===== src/rtl/eth_rx_parser_pkg.sv =====
// Shared types and constants for the Ethernet receive parser.
package eth_pkg;

   localparam int ETH_ADDR_W = 32;

   localparam logic [ETH_ADDR_W-1:0] ETH_PORT_A_ADDR = 32'hABCD;
   localparam logic [ETH_ADDR_W-1:0] ETH_PORT_B_ADDR = 32'hEFEF;

   typedef enum logic [1:0] {
      IDLE    = 2'd0,
      PAYLOAD = 2'd1,
      DROP    = 2'd2
   } rx_state_e;

endpackage


===== src/rtl/eth_rx_parser_if.sv =====
// Ingress/egress bus of the receive parser. The parser is the slave; the
// surrounding source/FIFO environment is the master.
interface eth_rx_parser_if #(
   parameter int DATA_W = 32,
   parameter int PORT_W = 1
);
   logic              in_valid;
   logic              in_ready;
   logic              insop;
   logic              ineop;
   logic [DATA_W-1:0] indata;
   logic              out_full;
   logic              out_wr_en;
   logic [DATA_W-1:0] out_data;
   logic              out_sop;
   logic              out_eop;
   logic              out_err;
   logic [PORT_W-1:0] out_port;

   modport slave (
      input  in_valid, insop, ineop, indata, out_full,
      output in_ready, out_wr_en, out_data, out_sop, out_eop, out_err, out_port
   );

   modport master (
      output in_valid, insop, ineop, indata, out_full,
      input  in_ready, out_wr_en, out_data, out_sop, out_eop, out_err, out_port
   );
endinterface


===== src/rtl/eth_rx_parser_sat_counter.sv =====
// Saturating up-counter used for the parser statistics.
module eth_sat_counter #(
   parameter int W = 16
) (
   input  logic         clk,
   input  logic         rstn,
   input  logic         inc,
   output logic [W-1:0] count
);
   logic [W-1:0] count_r;

   // Count increments, holding at all-ones instead of wrapping.
   always_ff @(posedge clk or negedge rstn) begin
      if (!rstn) begin
         count_r <= {W{1'b0}};
      end else if (inc && (count_r != {W{1'b1}})) begin
         count_r <= count_r + {{(W-1){1'b0}}, 1'b1};
      end else begin
         count_r <= count_r;
      end
   end

   assign count = count_r;
endmodule


===== src/rtl/eth_rx_parser.sv =====
// Framed receive parser: matches the header address against a port table,
// forwards matching packets tagged with their port, and drops, truncates or
// aborts malformed ones while keeping saturating statistics.
module eth_rx_parser
   import eth_pkg::*;
#(
   parameter int                             DATA_W     = 32,
   parameter int                             NUM_PORTS  = 2,
   parameter logic [NUM_PORTS*ETH_ADDR_W-1:0] PORT_ADDRS = {ETH_PORT_B_ADDR, ETH_PORT_A_ADDR},
   parameter int                             MAX_WORDS  = 16,
   parameter int                             CNT_W      = 16
) (
   input  logic             clk,
   input  logic             rstn,
   eth_rx_parser_if.slave   bus,
   output logic [CNT_W-1:0] pkt_cnt,
   output logic [CNT_W-1:0] drop_cnt
);
   localparam int PORT_W = (NUM_PORTS > 1) ? $clog2(NUM_PORTS) : 1;
   localparam int WC_W   = $clog2(MAX_WORDS + 1);
   localparam logic [WC_W-1:0] LAST_WORD = WC_W'(MAX_WORDS - 1);
   localparam logic [WC_W-1:0] WC_ONE    = WC_W'(1);

   rx_state_e          state_r;
   logic [WC_W-1:0]    word_cnt_r;
   logic               out_wr_en_r;
   logic [DATA_W-1:0]  out_data_r;
   logic               out_sop_r;
   logic               out_eop_r;
   logic               out_err_r;
   logic [PORT_W-1:0]  out_port_r;

   logic               accept_s;
   logic               hit_s;
   logic [PORT_W-1:0]  hit_idx_s;
   logic               pkt_inc_s;
   logic               drop_inc_s;

   assign bus.in_ready = !bus.out_full;
   assign accept_s     = bus.in_valid && !bus.out_full;

   // Priority address match: the first (lowest) matching table entry wins.
   always_comb begin
      hit_s     = 1'b0;
      hit_idx_s = {PORT_W{1'b0}};
      for (int i = 0; i < NUM_PORTS; i++) begin
         if (!hit_s && (bus.indata[ETH_ADDR_W-1:0] == PORT_ADDRS[i*ETH_ADDR_W +: ETH_ADDR_W])) begin
            hit_s     = 1'b1;
            hit_idx_s = PORT_W'(i);
         end else begin
            hit_s     = hit_s;
         end
      end
   end

   // Statistics strobes; a beat bumps at most one of the two counters.
   always_comb begin
      pkt_inc_s  = 1'b0;
      drop_inc_s = 1'b0;
      if (accept_s) begin
         case (state_r)
            IDLE: begin
               drop_inc_s = bus.insop && (!hit_s || bus.ineop);
            end
            PAYLOAD: begin
               if (bus.insop) begin
                  drop_inc_s = 1'b1;
               end else if (bus.ineop) begin
                  pkt_inc_s = 1'b1;
               end else if (word_cnt_r == LAST_WORD) begin
                  drop_inc_s = 1'b1;
               end else begin
                  drop_inc_s = 1'b0;
               end
            end
            default: begin
               drop_inc_s = 1'b0;
            end
         endcase
      end else begin
         pkt_inc_s  = 1'b0;
         drop_inc_s = 1'b0;
      end
   end

   // Packet FSM with registered egress; stalls hold state and word count.
   always_ff @(posedge clk or negedge rstn) begin
      if (!rstn) begin
         state_r     <= IDLE;
         word_cnt_r  <= {WC_W{1'b0}};
         out_wr_en_r <= 1'b0;
         out_data_r  <= {DATA_W{1'b0}};
         out_sop_r   <= 1'b0;
         out_eop_r   <= 1'b0;
         out_err_r   <= 1'b0;
         out_port_r  <= {PORT_W{1'b0}};
      end else begin
         out_wr_en_r <= 1'b0;
         out_sop_r   <= 1'b0;
         out_eop_r   <= 1'b0;
         out_err_r   <= 1'b0;
         if (accept_s) begin
            case (state_r)
               IDLE: begin
                  if (bus.insop && hit_s && !bus.ineop) begin
                     out_wr_en_r <= 1'b1;
                     out_data_r  <= bus.indata;
                     out_sop_r   <= 1'b1;
                     out_port_r  <= hit_idx_s;
                     word_cnt_r  <= {WC_W{1'b0}};
                     state_r     <= PAYLOAD;
                  end else if (bus.insop && !hit_s && !bus.ineop) begin
                     state_r <= DROP;
                  end else begin
                     state_r <= IDLE;
                  end
               end
               PAYLOAD: begin
                  out_wr_en_r <= 1'b1;
                  if (bus.insop) begin
                     // Aborted packet: close it with an errored zero word.
                     out_data_r <= {DATA_W{1'b0}};
                     out_eop_r  <= 1'b1;
                     out_err_r  <= 1'b1;
                     state_r    <= bus.ineop ? IDLE : DROP;
                  end else if (bus.ineop) begin
                     out_data_r <= bus.indata;
                     out_eop_r  <= 1'b1;
                     state_r    <= IDLE;
                  end else if (word_cnt_r == LAST_WORD) begin
                     // Overlength: truncate here and discard the tail.
                     out_data_r <= bus.indata;
                     out_eop_r  <= 1'b1;
                     out_err_r  <= 1'b1;
                     state_r    <= DROP;
                  end else begin
                     out_data_r <= bus.indata;
                     word_cnt_r <= word_cnt_r + WC_ONE;
                  end
               end
               DROP: begin
                  state_r <= bus.ineop ? IDLE : DROP;
               end
               default: begin
                  state_r <= IDLE;
               end
            endcase
         end else begin
            state_r <= state_r;
         end
      end
   end

   assign bus.out_wr_en = out_wr_en_r;
   assign bus.out_data  = out_data_r;
   assign bus.out_sop   = out_sop_r;
   assign bus.out_eop   = out_eop_r;
   assign bus.out_err   = out_err_r;
   assign bus.out_port  = out_port_r;

   eth_sat_counter #(.W(CNT_W)) u_pkt_cnt (
      .clk   (clk),
      .rstn  (rstn),
      .inc   (pkt_inc_s),
      .count (pkt_cnt)
   );

   eth_sat_counter #(.W(CNT_W)) u_drop_cnt (
      .clk   (clk),
      .rstn  (rstn),
      .inc   (drop_inc_s),
      .count (drop_cnt)
   );
endmodule


===== src/flat_wrapper.sv =====
// flat-port wrapper written by rule: the top's interface ports become plain ports
module eth_rx_parser_flat import eth_pkg::*;
#(
   parameter int                             DATA_W     = 32,
   parameter int                             NUM_PORTS  = 2,
   parameter logic [NUM_PORTS*ETH_ADDR_W-1:0] PORT_ADDRS = {ETH_PORT_B_ADDR, ETH_PORT_A_ADDR},
   parameter int                             MAX_WORDS  = 16,
   parameter int                             CNT_W      = 16
)
  (clk, rstn, pkt_cnt, drop_cnt, bus_in_valid, bus_insop, bus_ineop, bus_indata, bus_out_full, bus_in_ready, bus_out_wr_en, bus_out_data, bus_out_sop, bus_out_eop, bus_out_err, bus_out_port);
  eth_rx_parser_if #(.DATA_W(DATA_W), .PORT_W(1)) bus_i ();
  input  logic clk;
  input  logic rstn;
  output logic [CNT_W-1:0] pkt_cnt;
  output logic [CNT_W-1:0] drop_cnt;
  input wire logic [$bits(bus_i.in_valid)-1:0] bus_in_valid;
  input wire logic [$bits(bus_i.insop)-1:0] bus_insop;
  input wire logic [$bits(bus_i.ineop)-1:0] bus_ineop;
  input wire logic [$bits(bus_i.indata)-1:0] bus_indata;
  input wire logic [$bits(bus_i.out_full)-1:0] bus_out_full;
  output wire logic [$bits(bus_i.in_ready)-1:0] bus_in_ready;
  output wire logic [$bits(bus_i.out_wr_en)-1:0] bus_out_wr_en;
  output wire logic [$bits(bus_i.out_data)-1:0] bus_out_data;
  output wire logic [$bits(bus_i.out_sop)-1:0] bus_out_sop;
  output wire logic [$bits(bus_i.out_eop)-1:0] bus_out_eop;
  output wire logic [$bits(bus_i.out_err)-1:0] bus_out_err;
  output wire logic [$bits(bus_i.out_port)-1:0] bus_out_port;
  assign bus_i.in_valid = bus_in_valid;
  assign bus_i.insop = bus_insop;
  assign bus_i.ineop = bus_ineop;
  assign bus_i.indata = bus_indata;
  assign bus_i.out_full = bus_out_full;
  assign bus_in_ready = bus_i.in_ready;
  assign bus_out_wr_en = bus_i.out_wr_en;
  assign bus_out_data = bus_i.out_data;
  assign bus_out_sop = bus_i.out_sop;
  assign bus_out_eop = bus_i.out_eop;
  assign bus_out_err = bus_i.out_err;
  assign bus_out_port = bus_i.out_port;
  eth_rx_parser #(.DATA_W(DATA_W), .NUM_PORTS(NUM_PORTS), .PORT_ADDRS(PORT_ADDRS), .MAX_WORDS(MAX_WORDS), .CNT_W(CNT_W)) u_core (.clk(clk), .rstn(rstn), .bus(bus_i), .pkt_cnt(pkt_cnt), .drop_cnt(drop_cnt));
endmodule

===== config.mk =====
export PLATFORM = sky130hd
export DESIGN_NAME = eth_rx_parser_flat
export DESIGN_NICKNAME = d
export VERILOG_FILES = /design/src/rtl/eth_rx_parser_pkg.sv /design/src/rtl/eth_rx_parser_if.sv /design/src/rtl/eth_rx_parser_sat_counter.sv /design/src/rtl/eth_rx_parser.sv /design/src/flat_wrapper.sv
export SDC_FILE = /design/constraint.sdc
export NUM_CORES = 1
export LEC_CHECK = 0
export BUFFER_PORTS_ARGS = -buffer_cell sky130_fd_sc_hd__buf_2
export CAP_MARGIN = 20
export CORE_ASPECT_RATIO = 1.4
export CORE_MARGIN = 2
export CORE_UTILIZATION = 51
export DETAILED_ROUTE_END_ITERATION = 8
export PLACE_DENSITY = 0.79
export SLEW_MARGIN = 0
export SYNTH_ARGS = -nofsm -noshare
export SYNTH_HDL_FRONTEND = slang
export SYNTH_SLANG_ARGS = --single-unit

===== constraint.sdc =====
create_clock -name clk -period 2.6 [get_ports clk]
set_input_delay 0.65 -clock clk [delete_from_list [all_inputs] [get_ports clk]]
set_output_delay 0.65 -clock clk [all_outputs]
set_load 0.01 [all_outputs]

# Word-level counts from Yosys, hierarchy flattened
# Cells that the tools add are included.
# totals
out_inout_bits	70
latchBits	0
n_memories	0
romBits	0
regBits	76
ramBits	0
elab_cells	83
# op_classes
eq_ne	12
div_mod_pow	0
reduce_logical	20
shifts	0
bitwise_logic	0
multipliers	0
order_cmp	0
n_mux	38
add_sub_neg	3
# op_table
cell	n
$eq A32 B16 Y1 const B	2
$mux W32	2
$pmux W32 S2	1
$add A16 B1 Y16 const B	2
$ne A16 B16 Y1 const B	2
$mux W1	21
$mux W5	4
$mux W2	6
$pmux W5 S2	1
$logic_and A1 B1 Y1	9
$ne A2 B2 Y1 const B	3
$pmux W2 S3	1
$reduce_and A3 Y1	2
$reduce_and A6 Y1	1
$add A5 B1 Y5 const B	1
$eq A5 B4 Y1 const B	1
$logic_not A1 Y1	4
$ne A4 B3 Y1 const B	1
$pmux W1 S2	2
$eq A2 B1 Y1 const B	1
$eq A2 B2 Y1 const B	1
$logic_not A2 Y1	1
$ne A2 B1 Y1 const B	1
$reduce_and A2 Y1	1
other kinds (2)	2

# Longest topological paths before layout
# Gate-level depths: netlist of the first run.
# logic_depth
ltp_word	11
ltp_mapped	9

# Hierarchy
# A second synthesis of the first run with hierarchy kept.
# unflattened
hier_cells	304
area_unflattened_um2	3601.0
# modules_own_cells
module	cells_each	area_per_inst_um2	instances
eth_rx_parser	160	1959.4	1
eth_sat_counter (u_core.u_drop_cnt)	72	859.6	1
eth_sat_counter (u_core.u_pkt_cnt)	72	782.0	1

# Worst setup path before layout of the first run
# OpenSTA, ideal clock, no wires.
# synth_timing
kind	input to register
startpoint	in bus_indata[17]
endpoint	reg u_core.out_data_r[21] (netlist: u_core.bus.out_data[21])
setup_slack_ns	0.133
t_arrival_ns	2.346
cell_stages	7
cell_sequence	or4b_1 > nor4_4 > nand4_4 > o21a_1 > buf_6 > buf_8 > a22o_1
# synth_via
elab_chain_cells	9
word_cells_on_any_way	10
classes_between	eq/ne: 3; mux: 2; reduce/logical: 5
# synth_rtl
item	line_no	source
start: declaration	flat_wrapper.sv:19	input wire logic [$bits(bus_i.indata)-1:0] bus_indata;
$eq A32 B16 Y1	eth_rx_parser.sv:47	if (!hit_s && (bus.indata[ETH_ADDR_W-1:0] == PORT_ADDRS[i*ETH_ADDR_W +: ETH_ADDR_W])) begin
$mux W1	eth_rx_parser.sv:47	
$logic_not A1 Y1	eth_rx_parser.sv:47	
$logic_and A1 B1 Y1	eth_rx_parser.sv:47	
$mux W1 *	eth_rx_parser.sv:47	
$logic_and A1 B1 Y1 * (2 in series)	eth_rx_parser.sv:105	if (bus.insop && hit_s && !bus.ineop) begin
$ne A2 B1 Y1 (no source line) *	-	
$reduce_and A3 Y1 (no source line) *	-	
end signal: assignment	eth_rx_parser.sv:107	out_data_r <= bus.indata;
end signal: assignment	eth_rx_parser.sv:122	out_data_r <= {DATA_W{1'b0}};
end signal: assignment	eth_rx_parser.sv:127	out_data_r <= bus.indata;
end: declaration	eth_rx_parser.sv:27	logic [DATA_W-1:0] out_data_r;
# Every way passes the cells marked *; elsewhere a longest branch is shown, timed or not.
# A chain may end at the register's enable or synchronous reset.

# Worst setup path after layout of the first run
# layout_timing
startpoint	in bus_indata[12]
endpoint	reg u_core.out_data_r[2] (netlist: u_core.bus.out_data[2])
# The elaborated chain is that of the path after synthesis.

==> metrics.txt, run 1 <==
status=finished clean; # DRC=0; routed vias/inst=5.62; Fill cells=slightly above 500; most numerous cell in the Yosys netlist=dfrtp_1; syn avg cell area=~12 µm²; FP Rows=35; FF-to-FF Start=u_core.state_r[1]; Net Count, Synth=between 300 and 400; hold crit path type=in2async; vias in the first global route=between 2000 and 3000; r2r worst-path depth=7; post-DP HPWL=roughly 5900 µm; GRT Resource Usage Total=0.225; PortBufs=around 110; fin crit share=0.876; via count=between 2000 and 3000; Final Setup Violations=0; RSZ-0062 raised after global routing=no; Synth top cells by count=dfrtp_1, a22o_1, xnor2_1; FF+latch count, synth=between 70 and 80; Max-cap violations=0; switch share=0.248; Final Max Tran Viols=0; Initial Util=0.532; clock latency on the worst-skew pair=0.35 ns; CTS root buf=clkbuf_8; initial DRC count=between 100 and 150; kind of critical path=in2reg; critical path required time=roughly 2.9 ns; post-synth top area cell=dfrtp_1; Die Wd=between 70 and 80 µm; grt ovf=0; Leak=between 0.002 and 0.0025 µW; Slew HR=0.632; Area Growth Syn to Fin=26.1%; post-layout minimum cycle time=roughly 2.3 ns; Final Skew=0.0103 ns; Max clock buf depth=2; Synth Instances=around 300; Setup crit start=bus_indata[12]; CTS Buf Count=9; ys async rst share=1.00; sequential share of the synthesized area=0.541; clk slew on worst S/H paths=around 0.080 ns; final core occ=0.671; crit path capture=u_core.bus.out_data[2]; internal power=between 1500 and 2000 µW; worst-margin pin slew=approximately 0.55 ns; final hold violation count=0; initial antenna violation count=0; Main synth FF type=dfrtp_1; combinational power share=0.090; post-CTS sizing=0; Post-synth EDFFs=0; largest cells by area after synthesis=dfrtp_1, a22o_1, xnor2_1; Core Area=~0.0066 mm²; setup slack, reg-to-reg=approximately 0.38 ns; Final GP Congestion=0.798; fin nets=around 470; worst vdd ir=a little under 400 µV; crit end category=register; I/O Pins=~110; FMAX=roughly 440 MHz; DR pass1 iterations=5; reg-to-reg endpoint=u_core.u_pkt_cnt.count[15]; final worst setup slack=around 0.32 ns; TritonCTS clock tree=built; CTS HTree Levels=3; clock sink count=76; Syn Std Cell Area=0.00352 mm²; Post-CTS Hold Buffers=0; power density over the cells=557 mW/mm²; Hold Slack=~0.27 ns; synth unique cells=42; Clk pwr share=0.397; share of cells above drive strength 1=0.343; Sw Pwr=611 µW; Routed Antenna Nets=0; Worst Path Max Fanout=32; worst slack, placed=-0.0213 ns; die height=102 µm; routed wire length=8240 µm; Synth top area share=0.541; die area=0.00759 mm²; pin count of the biggest net entering global routing=40; DR WL/cell=roughly 16 µm; worst endpoint data arrival time=approximately 2.6 ns; Storage cell area=roughly 0.0019 mm²; yosys warns=0; Sequential Power Share=0.513; crit path launch type=primary input; post-CTS setup repair buffer count=0; first-pass GRT wire length=roughly 13000 µm; area of the multi-input gates=about 0.0015 mm²; ant diodes=0
worst max-delay path, cell delays in order:
cell     delay (ns)
buf_2          0.12
or4bb_1        0.55
nor4_4         0.29
buf_4          0.18
nand4_4        0.07
buf_4          0.17
o21ai_4        0.16
buf_12         0.20
a22o_1         0.17
flip-flops by register name, summed over array words and instances, names as in the netlist:
register / flops
u_core.bus.out_data: 32
u_core.bus.out_err: 1
u_core.u_pkt_cnt.count: 16
u_core.bus.out_sop: 1
u_core.state_r: 2
u_core.bus.out_port: 1
u_core.u_drop_cnt.count: 16
u_core.bus.out_wr_en: 1
u_core.word_cnt_r: 5
u_core.bus.out_eop: 1
per-layer routing:
metal / wire length (µm) / global-route usage
met1: 3500 / 0.270
met2: 4060 / 0.387
met3: 543 / 0.0611
met4: 131 / 0.0741
met5: 0 / 0
logic make-up after synthesis:
group / count (synthesis) / synth area share
compound gates: 54 / 0.126
xor+xnor: 27 / 0.0672
fa+ha+maj: 7 / 0.0249
buf+inv: 19 / 0.0388
flops: 76 / 0.541
mux: 5 / 0.0160
simple gates: 113 / 0.186
stage by stage:
step / setup TNS, ns / instances / instance area (µm²) / power [µW]
final: 0 / 520 / 4430 / 2470
after global routing: 0 / 520 / 4430 / 2570
after CTS: 0 / 520 / 4430 / 2500
after detailed placement: -0.174 / 504 / 4220 / 1510
after global placement: 0 / 504 / 4220 / 1500
after floorplan: 0 / 301 / 3520 / 1380
worst min path at each step:
stage	to	slack, ns	cells past startpoint
floorplan	u_core.bus.out_data[0]	0.35	0
finish	u_core.bus.out_data[3]	0.27	1
global route	u_core.u_pkt_cnt.count[13]	0.30	1
detailed placement	u_core.u_pkt_cnt.count[5]	0.48	1
CTS	u_core.u_pkt_cnt.count[14]	0.27	1
global placement	u_core.u_pkt_cnt.count[5]	0.47	1
power by group through the flow:
stage	sequential [µW]	combinational, µW	clock, µW
after global placement	1280	216	0
after CTS	1270	224	1010
after global routing	1270	244	1050
after floorplan	1290	83.1	0
after detailed placement	1290	223	0
final	1270	222	980
cell type report:
cell class                      count  area share
Sequential cell                    76       0.429
Clock inverter                      6      0.0200
Clock buffer                       10      0.0288
Inverter                            7     0.00593
Timing Repair Buffer              123       0.157
Multi-Input combinational cell    206       0.334
Tap cell                           92      0.0260
cells in the final DEF, fill, tap and decap left out, drive strengths merged, types with 3 or more instances in the layout:
master and count:
nor4 7, a22o 37, nand2 22, nand4 22, clkbuf 10, dfrtp 76
ha 7, buf 123, a21oi 4, o21ai 4, nand3 17, nor2 9
xor2 3, mux2 5, nor2b 3, inv 7, and3 13, xnor2 24
nor3 7
No activity file was read; power rests on OpenSTA's default activity.
==> run 2, diff against run 1 <==
- CELL_PAD_IN_SITES_DETAIL_PLACEMENT: not set -> 1
- CELL_PAD_IN_SITES_GLOBAL_PLACEMENT: not set -> 1
- CORE_UTILIZATION: 51 -> 43
- PLACE_DENSITY: 0.79 -> not set
- PLACE_DENSITY_LB_ADDON: not set -> 0.1
- clock period: 2.6 -> 2.7 ns (I/O delays scaled with it)
==> run 2 against run 1 <==
  * Non-clock buffer count shrank 4
  * Register-to-register slack better by 0.06 ns
  * Setup slack gained 0.037 ns
  * Power up 10%
  * Sequential share of layout area is 0.88 points lower
  * Sequential power down 4%
  * Design area increased by 2.1%
  * Critical path depth decreased by 2
  * Critical endpoint is now u_core.u_drop_cnt.count[15]
  * Largest power group is now clock
==> metrics.txt, run 2 (synthesis results as in run 1) <==
Post-CTS Hold Buffers=0; post-CTS sizing=0; Final Setup Violations=0; share of cells above drive strength 1=0.340; Max clock buf depth=2; fin crit share=0.867; initial DRC count=116; status=finished clean; FMAX=~430 MHz; Hold Slack=0.344 ns; CTS root buf=clkbuf_16; fin nets=roughly 460; post-route cell area=0.00453 mm²; Routed Antenna Nets=0; clock sink count=76; post-DP HPWL=about 6400 µm; grt ovf=0; commonest cells after routing, fill and taps aside=buf_2, dfrtp_1, a22o_1; worst vdd ir=roughly 550 µV; FP Rows=39; RSZ-0062 raised after global routing=no; most common library cell in the layout ignoring fill and taps=buf_2; via count=between 2000 and 3000; final hold violation count=0; kind of critical path=in2reg; FF-to-FF Start=u_core.word_cnt_r[0]; Leak=0.00238 µW; post-layout minimum cycle time=2.34 ns; worst path cell trace=buf_2, or4b_1, nor4_4, buf_4, nand4_2, nand4_1, mux2_2; PortBufs=107; Max-cap violations=0; final worst setup slack=0.360 ns; first-pass GRT wire length=14800 µm; Clk pwr share=0.476; r2r worst-path depth=8; critical path required time=just under 3 ns; worst endpoint data arrival time=approximately 2.6 ns; crit end category=register; ant diodes=0; I/O Pins=between 100 and 150; power density over the cells=601 mW/mm²; DR WL/cell=about 17 µm; combinational power share=0.077; # DRC=0; Final Skew=0.00556 ns; initial antenna violation count=0; die area=0.00893 mm²; pin count of the biggest net entering global routing=77; Final Max Tran Viols=0; crit path launch type=primary input; Sequential Power Share=0.447; TritonCTS clock tree=built; clk slew on worst S/H paths=0.06 ns; CTS Buf Count=9; worst-margin pin slew=approximately 0.62 ns; vias in the first global route=approximately 3000; routed vias/inst=~5.5; max reg flops=32; setup slack, reg-to-reg=between 0.4 and 0.5 ns; die height=around 110 µm; Setup crit start=bus_indata[17]; Die Wd=about 80 µm; Max stage delay on crit path=~0.57 ns; GRT Resource Usage Total=0.214; switch share=0.229; routed wire length=around 8800 µm; Slew HR=0.584; Worst Path Max Fanout=6; CTS HTree Levels=3; crit path capture=u_core.u_drop_cnt.count[15]; reg-to-reg endpoint=u_core.u_drop_cnt.count[15]; Initial Util=0.437; clock latency on the worst-skew pair=~0.34 ns; hold crit path type=in2async; Sw Pwr=between 600 and 700 µW; worst slack, placed=-0.00238 ns; CP max stage cell=or4b_1; DR pass1 iterations=5; setup TNS=0 ns; Final GP Congestion=just under 0.8; Core Area=between 0.008 and 0.009 mm²; placed cell area=between 0.004 and 0.005 mm²; post-CTS setup repair buffer count=0; internal power=2100 µW; Area Growth Syn to Fin=28.7%
==> run 2: changes by cell type in the layout (fill, tap and decap cells not counted) <==
| cell | previous run | this run |
|---|---|---|
| clkinv_4 | 1 | 0 |
| clkbuf_16 | 0 | 9 |
| clkbuf_8 | 9 | 1 |
| buf_4 | 14 | 10 |
| clkinvlp_4 | 2 | 3 |
| clkbuf_1 | 1 | 0 |
==> run 2: how the worst min path moves through the flow <==
stage / endpoint / slack, ns / cells after the start
final: u_core.bus.out_data[17] / 0.34 / 2
after global routing: u_core.bus.out_data[17] / 0.37 / 2
after CTS: u_core.bus.out_data[17] / 0.37 / 2
after detailed placement: u_core.bus.out_data[4] / 0.48 / 1
after global placement: u_core.u_pkt_cnt.count[5] / 0.47 / 1
after floorplan: u_core.bus.out_data[0] / 0.38 / 0
==> run 2: power groups by stage <==
stage,registers [µW],clock network [µW],logic [µW]
after floorplan,1250,0,80.0
after global placement,1240,0,209
after detailed placement,1240,0,214
after CTS,1220,1320,215
after global routing,1220,1370,236
final,1220,1290,210
==> run 2: critical path: cells and delay by family <==
| family | cells | cell delay (ns) |
|---|---|---|
| mux | 1 | 0.35 |
| simple gates | 4 | 1.24 |
| buf+inv | 2 | 0.29 |
==> run 2: area by class of cell <==
class                   count  area (µm²)
inverters                   7        26.3
clock buffers              10         239
repair buffers            119         666
fillers                   920        3520
well taps                 102         128
flip-flops and latches     76        1900
clock inverters             6        87.6
multi-input cells         206        1480
==> run 2: metrics by stage <==
stage           util  power, µW  std cells
2_1_floorplan      -       1330        301
3_3_place_gp   0.522       1450        510
3_5_place_dp   0.522       1450        510
4_1_cts        0.562       2750        526
5_1_grt        0.562       2830        526
6_report       0.562       2720        526
==> run 2: per-layer routing <==
| metal | vias up | GRT usage | wire (µm) |
|---|---|---|---|
| li1 | 1358 | - | - |
| met1 | 1433 | 0.277 | 3690 |
| met2 | 68 | 0.339 | 4450 |
| met3 | 14 | 0.0334 | 374 |
| met4 | 0 | 0.115 | 257 |
| met5 | - | 0 | 0 |
